## src/rtl/gf233_pkg.sv

```systemverilog
// Shared GF(2^233) datapath constants, FSM encoding and small carry-less helpers.
// Imported by the digit-serial multiplier and the downstream reducer.
package gf233_pkg;

  localparam int N          = 233;
  localparam int DIGIT_W    = 30;
  localparam int NUM_DIGITS = 8;
  localparam int PROD_W     = 465;
  localparam int ACC_W      = 479;
  localparam int OPW        = NUM_DIGITS * DIGIT_W;
  localparam int KA_W       = 2 * DIGIT_W - 1;

  localparam logic [1:0] ST_IDLE = 2'd0;
  localparam logic [1:0] ST_MUL  = 2'd1;
  localparam logic [1:0] ST_DONE = 2'd2;

  // Schoolbook carry-less product of two 15-bit halves, the leaf of the Karatsuba split.
  function automatic logic [28:0] clmul15(input logic [14:0] a, input logic [14:0] b);
    logic [28:0] r;
    r = 29'b0;
    for (int k = 0; k < 15; k++) begin
      if (b[k]) begin
        r = r ^ (29'(a) << k);
      end else begin
        r = r;
      end
    end
    return r;
  endfunction

endpackage

```

## src/rtl/gf233_digit_serial_mul_chk.sv

```systemverilog
// Property checker: accumulator bits above the 465-bit product must stay zero once done.
module gf233_digit_serial_mul_chk
  import gf233_pkg::*;
(
  input logic                      clk,
  input logic                      rst,
  input logic [1:0]                i_state,
  input logic [ACC_W-PROD_W-1:0]   i_acc_hi
);

  a_acc_hi_zero: assert property (@(posedge clk) disable iff (rst)
    (i_state == ST_DONE) |-> (i_acc_hi == {(ACC_W-PROD_W){1'b0}}));

endmodule

```

## src/rtl/gf233_digit_serial_mul_ka30.sv

```systemverilog
// Combinational 30x30 carry-less multiplier, one-level Karatsuba over 15-bit halves.
module gf233_digit_serial_mul_ka30
  import gf233_pkg::*;
(
  input  logic [DIGIT_W-1:0] i_a,
  input  logic [DIGIT_W-1:0] i_b,
  output logic [KA_W-1:0]    o_p
);

  logic [28:0] w_lo;
  logic [28:0] w_hi;
  logic [28:0] w_mid;

  assign w_lo  = clmul15(i_a[14:0], i_b[14:0]);
  assign w_hi  = clmul15(i_a[29:15], i_b[29:15]);
  // Middle term needs both outer products removed before being placed at x^15.
  assign w_mid = clmul15(i_a[14:0] ^ i_a[29:15], i_b[14:0] ^ i_b[29:15]) ^ w_lo ^ w_hi;

  assign o_p = {30'b0, w_lo} ^ ({30'b0, w_mid} << 15) ^ ({w_hi, 30'b0});

endmodule

```

## src/rtl/gf233_digit_serial_mul.sv

```systemverilog
// Digit-serial 233x233 carry-less multiplier: 64 digit-pair products through one
// KA_30bit core, shift-XOR accumulated, full 465-bit product out on valid/ready.
module gf233_digit_serial_mul
  import gf233_pkg::*;
(
  input  logic              clk,
  input  logic              rst,
  input  logic              i_in_valid,
  output logic              o_in_ready,
  input  logic [N-1:0]      i_a,
  input  logic [N-1:0]      i_b,
  output logic              o_out_valid,
  input  logic              i_out_ready,
  output logic [PROD_W-1:0] o_y
);

  localparam logic [2:0] LAST_DIG = 3'(NUM_DIGITS - 1);

  logic [1:0]       r_state;
  logic [2:0]       r_i;
  logic [2:0]       r_j;
  logic [OPW-1:0]   r_a;
  logic [OPW-1:0]   r_b;
  logic [ACC_W-1:0] r_acc;

  logic [7:0]         w_a_off;
  logic [7:0]         w_b_off;
  logic [8:0]         w_shamt;
  logic [DIGIT_W-1:0] w_a_dig;
  logic [DIGIT_W-1:0] w_b_dig;
  logic [KA_W-1:0]    w_prod;
  logic [ACC_W-1:0]   w_prod_sh;

  assign w_a_off = 8'(r_i) * 8'd30;
  assign w_b_off = 8'(r_j) * 8'd30;
  assign w_a_dig = r_a[w_a_off +: DIGIT_W];
  assign w_b_dig = r_b[w_b_off +: DIGIT_W];
  // Digit weights add: A digit i times B digit j lands at x^(30*(i+j)).
  assign w_shamt   = (9'(r_i) + 9'(r_j)) * 9'd30;
  assign w_prod_sh = {{(ACC_W-KA_W){1'b0}}, w_prod} << w_shamt;

  gf233_digit_serial_mul_ka30 u_ka30 (
    .i_a (w_a_dig),
    .i_b (w_b_dig),
    .o_p (w_prod)
  );

  // Control FSM, digit counters, operand capture and accumulator.
  always_ff @(posedge clk or posedge rst) begin
    if (rst) begin
      r_state <= ST_IDLE;
      r_i     <= 3'd0;
      r_j     <= 3'd0;
      r_a     <= {OPW{1'b0}};
      r_b     <= {OPW{1'b0}};
      r_acc   <= {ACC_W{1'b0}};
    end else begin
      case (r_state)
        ST_IDLE: begin
          if (i_in_valid) begin
            r_a     <= {{(OPW-N){1'b0}}, i_a};
            r_b     <= {{(OPW-N){1'b0}}, i_b};
            r_acc   <= {ACC_W{1'b0}};
            r_i     <= 3'd0;
            r_j     <= 3'd0;
            r_state <= ST_MUL;
          end
        end
        ST_MUL: begin
          r_acc <= r_acc ^ w_prod_sh;
          r_j   <= r_j + 3'd1;
          if (r_j == LAST_DIG) begin
            r_i <= r_i + 3'd1;
            if (r_i == LAST_DIG) begin
              r_state <= ST_DONE;
            end
          end
        end
        ST_DONE: begin
          if (i_out_ready) begin
            r_state <= ST_IDLE;
          end
        end
        default: begin
          r_state <= ST_IDLE;
        end
      endcase
    end
  end

  assign o_in_ready  = (r_state == ST_IDLE);
  assign o_out_valid = (r_state == ST_DONE);
  assign o_y         = r_acc[PROD_W-1:0];

  gf233_digit_serial_mul_chk u_chk (
    .clk      (clk),
    .rst      (rst),
    .i_state  (r_state),
    .i_acc_hi (r_acc[ACC_W-1:PROD_W])
  );

endmodule

```

## config.mk

```make
export PLATFORM = sky130hd
export DESIGN_NAME = gf233_digit_serial_mul
export DESIGN_NICKNAME = d
export VERILOG_FILES = /design/src/rtl/gf233_pkg.sv /design/src/rtl/gf233_digit_serial_mul_chk.sv /design/src/rtl/gf233_digit_serial_mul_ka30.sv /design/src/rtl/gf233_digit_serial_mul.sv
export SDC_FILE = /design/constraint.sdc
export NUM_CORES = 2
export LEC_CHECK = 0
export ABC_AREA = 1
export BUFFER_PORTS_ARGS = -buffer_cell sky130_fd_sc_hd__buf_4
export CORE_UTILIZATION = 35
export DETAILED_ROUTE_END_ITERATION = 6
export PLACE_DENSITY = 0.61
export SYNTH_ARGS = -nofsm -noshare
export SYNTH_HDL_FRONTEND = slang
export SYNTH_SLANG_ARGS = --single-unit
```

## constraint.sdc

```tcl
create_clock -name clk -period 105.5 [get_ports clk]
set_clock_uncertainty 0.2 [all_clocks]
set_input_delay 26.375 -clock clk [delete_from_list [all_inputs] [get_ports clk]]
set_output_delay 26.375 -clock clk [all_outputs]
set_load 0.01 [all_outputs]
```

==> summary.md <==
| Metric | Value |
|---|---|
| Outcome | `finished with violations` |
| Failing checks | `DRC` |
| Max_cap viols | `0` |
| Fin crit share | `28.8%` |
| Initial Util | `35.4%` |
| Post-Syn Area per Cell | `6.43 um^2` |
| Chip width | `436 um` |
| Post-synth top area share | `35.7%` |
| Final min period | `30.42 ns` |
| Clock sinks | `939` |
| Die area | `190,000 um^2` |
| Nature of the critical path endpoint | `flop` |
| Cells along the critical path | `buf_4, nand2_4, inv_8, buf_12, buf_4, buf_4, o21ai_0` |
| F_max | `32.9 MHz` |
| CTS Buf Count | `108` |
| Root Driver | `clkbuf_16` |
| TritonCTS clock tree | `built` |
| Vias per cell | `5.39` |
| Residual DRC | `1` |
| Most common flop cell mapped by yosys | `dfrtp_1` |
| Startpoint Class | `primary input` |
| Port bufs | `936` |
| Synth Cell Area | `65,800 um^2` |
| Register area share after synthesis | `35.7%` |
| Grt ovf | `0` |
| Worst Tran Pin Value | `1.30 ns` |
| Largest net degree at the start of global routing | `232` |
| Via count | `72.1k` |
| First-pass GRT wire length | `445,000 um` |
| DP Wirelength | `226,000 um` |
| Seq cells post-synth | `939` |
| CP arrival | `30.85 ns` |
| GPL Wtd Cong | `0.985` |
| Area grow syn2layout | `17.8%` |
| Crit Path Class | `in -> reg` |
| Largest cells by area after synthesis | `dfrtp_1, nand2_1, nand3_1` |
| Final setup viols | `0` |
| Net Count, Synth | `10.7k` |
| Top-count cell post-synth | `nand2_1` |
| RSZ-0062 raised after global routing | `no` |
| Routed WL | `308,000 um` |
| Critical Path RT | `105.93 ns` |
| Vias in the first global route | `66.3k` |
| Drt wl/cell | `23.0 um` |
| Initial antenna violation count | `32` |
| HP Class | `reg -> reg` |
| Crit-path most repeated cell | `buf_4` |
| Core Area | `186,000 um^2` |
| Setup TNS | `0 ns` |
| Setup bufs post-CTS | `0` |
| Nets | `11.3k` |
| Cts repair resizes | `0` |
| Synth async-reset ratio | `100%` |
| Synth warn | `0` |
| Final WS setup | `75.08 ns` |
| Slew HR | `13.1%` |
| Post-synth top cells | `nand2_1, nand3_1, dfrtp_1, inv_1, nor2_1` |
| Io pins | `937` |
| Setup Slack @ Placement | `74.40 ns` |
| EDFF count, synth | `0` |
| Number of H-tree levels | `3` |
| Max incr delay on CP | `0.91 ns` |
| Clk Latency, worst-skew pair | `0.80 ns` |
| Synth unique cells | `52` |
| Worst-path clk slew | `0.06 ns` |
| Final Hold Vio Count | `0` |
| Total Routing Usage GR | `31.3%` |
| Cts hold-fix bufs | `0` |
| DR iter-0 viols | `8,709` |
| Gate Count Post-Synth | `10.2k` |
| Die Y | `436 um` |
| TritonRoute pass-1 iters | `7` |
| Row count | `158` |
| Max Fanout on Critical Path | `231` |
| Share of cells above drive strength 1 | `12.9%` |
| Final Max Tran Viols | `0` |
| Clock Path Buffers | `3` |
| Antenna Nets Post-Route | `0` |
| Cell with the largest stage delay on the worst path | `buf_4` |
| Largest area contributor in the netlist | `dfrtp_1` |
## state kept, by name, indices dropped and copies added (netlist names)
register and cells:
r_acc 465, r_a 233, r_b 233, r_i 3, r_j 3, r_state 2
## per-stage QoR
step                utilization [%]  instances  hold slack [ns]  area (um^2)
finish                         41.7      13400            0.276        77600
global route                   41.7      13400            0.292        77600
CTS                            41.6      13300            0.276        77500
detailed placement             39.7      13100            0.261        74000
global placement               39.7      13100            0.256        74000
floorplan                         -      10200            0.244        65800
## worst max-delay path, delay by kind of cell
family / cells / cell delay, ns
AOI/OAI and AO/OA: 1 / 0.21
buffers and inverters: 5 / 3.35
and+or+nand+nor: 1 / 0.37
## per-layer routing
layer,wire (um),up-vias,GRT usage (%)
met2,132000,3793,46.5
met3,26600,794,5.56
met4,24700,0,22.4
li1,-,33400,-
met1,125000,34100,41.0
met5,0,-,0
## area by class of cell
cell class	count	area [um^2]
diodes	29	72.6
repair buffers	1024	7770
fillers	19600	109000
flip-flops and latches	939	23500
clock buffers	158	3150
clock inverters	33	399
inverters	867	3290
multi-input cells	7832	36300
well taps	2480	3100
## path summary, 6_finish.rpt
| path | startpoint | end | slack, ns | cells after the start |
|---|---|---|---|---|
| max | i_in_valid | r_b[106] | 75.08 | 7 |
| min | r_acc[430] | r_acc[430] | 0.28 | 1 |
| max reg2reg | r_i[0] | r_acc[448] | 96.85 | 19 |
| min reg2reg | r_acc[430] | r_acc[430] | 0.28 | 1 |
| max in group asynchronous | rst | r_acc[65] | 76.40 | 5 |
| min in group asynchronous | rst | r_b[167] | 25.48 | 2 |
## cell families after synthesis
kind of cell | Yosys count | share of synthesized area [%]
adder cells (fa/ha/maj) | 24 | 0.525
AO/OA/AOI/OAI | 787 | 6.53
XOR/XNOR | 406 | 5.69
AND/OR/NAND/NOR | 6608 | 42.1
buffers and inverters | 1461 | 9.35
flip-flops | 939 | 35.7
multiplexers | 7 | 0.106
## cells in the final DEF, fill, tap and decap left out, types with 5 or more instances in the layout
master and count:
clkbuf_8 26, inv_1 844, buf_12 7, nor4_1 6
a21oi_1 8, inv_2 12, or2_1 22, fa_1 5
nand2_2 41, nor2_2 18, o21ai_1 213, o21ai_2 53
or2_0 8, clkbuf_1 24, nand3_2 18, buf_4 1017
nand2_1 4042, nand3b_1 67, nor2_1 770, o211ai_1 26
nand4_1 205, o21ai_0 458, nor3_1 14, diode_2 29
clkbuf_16 108, clkinvlp_4 6, xnor2_2 15, xnor2_1 220
dfrtp_1 933, xor2_1 163, mux2i_1 7, o21bai_1 9
ha_1 15, or2_2 10, nand3_1 1371, clkinv_2 17
Power is left out: the tool's default activity adds up to more than one toggle a clock period on the data nets, which glitch-free logic cannot reach.
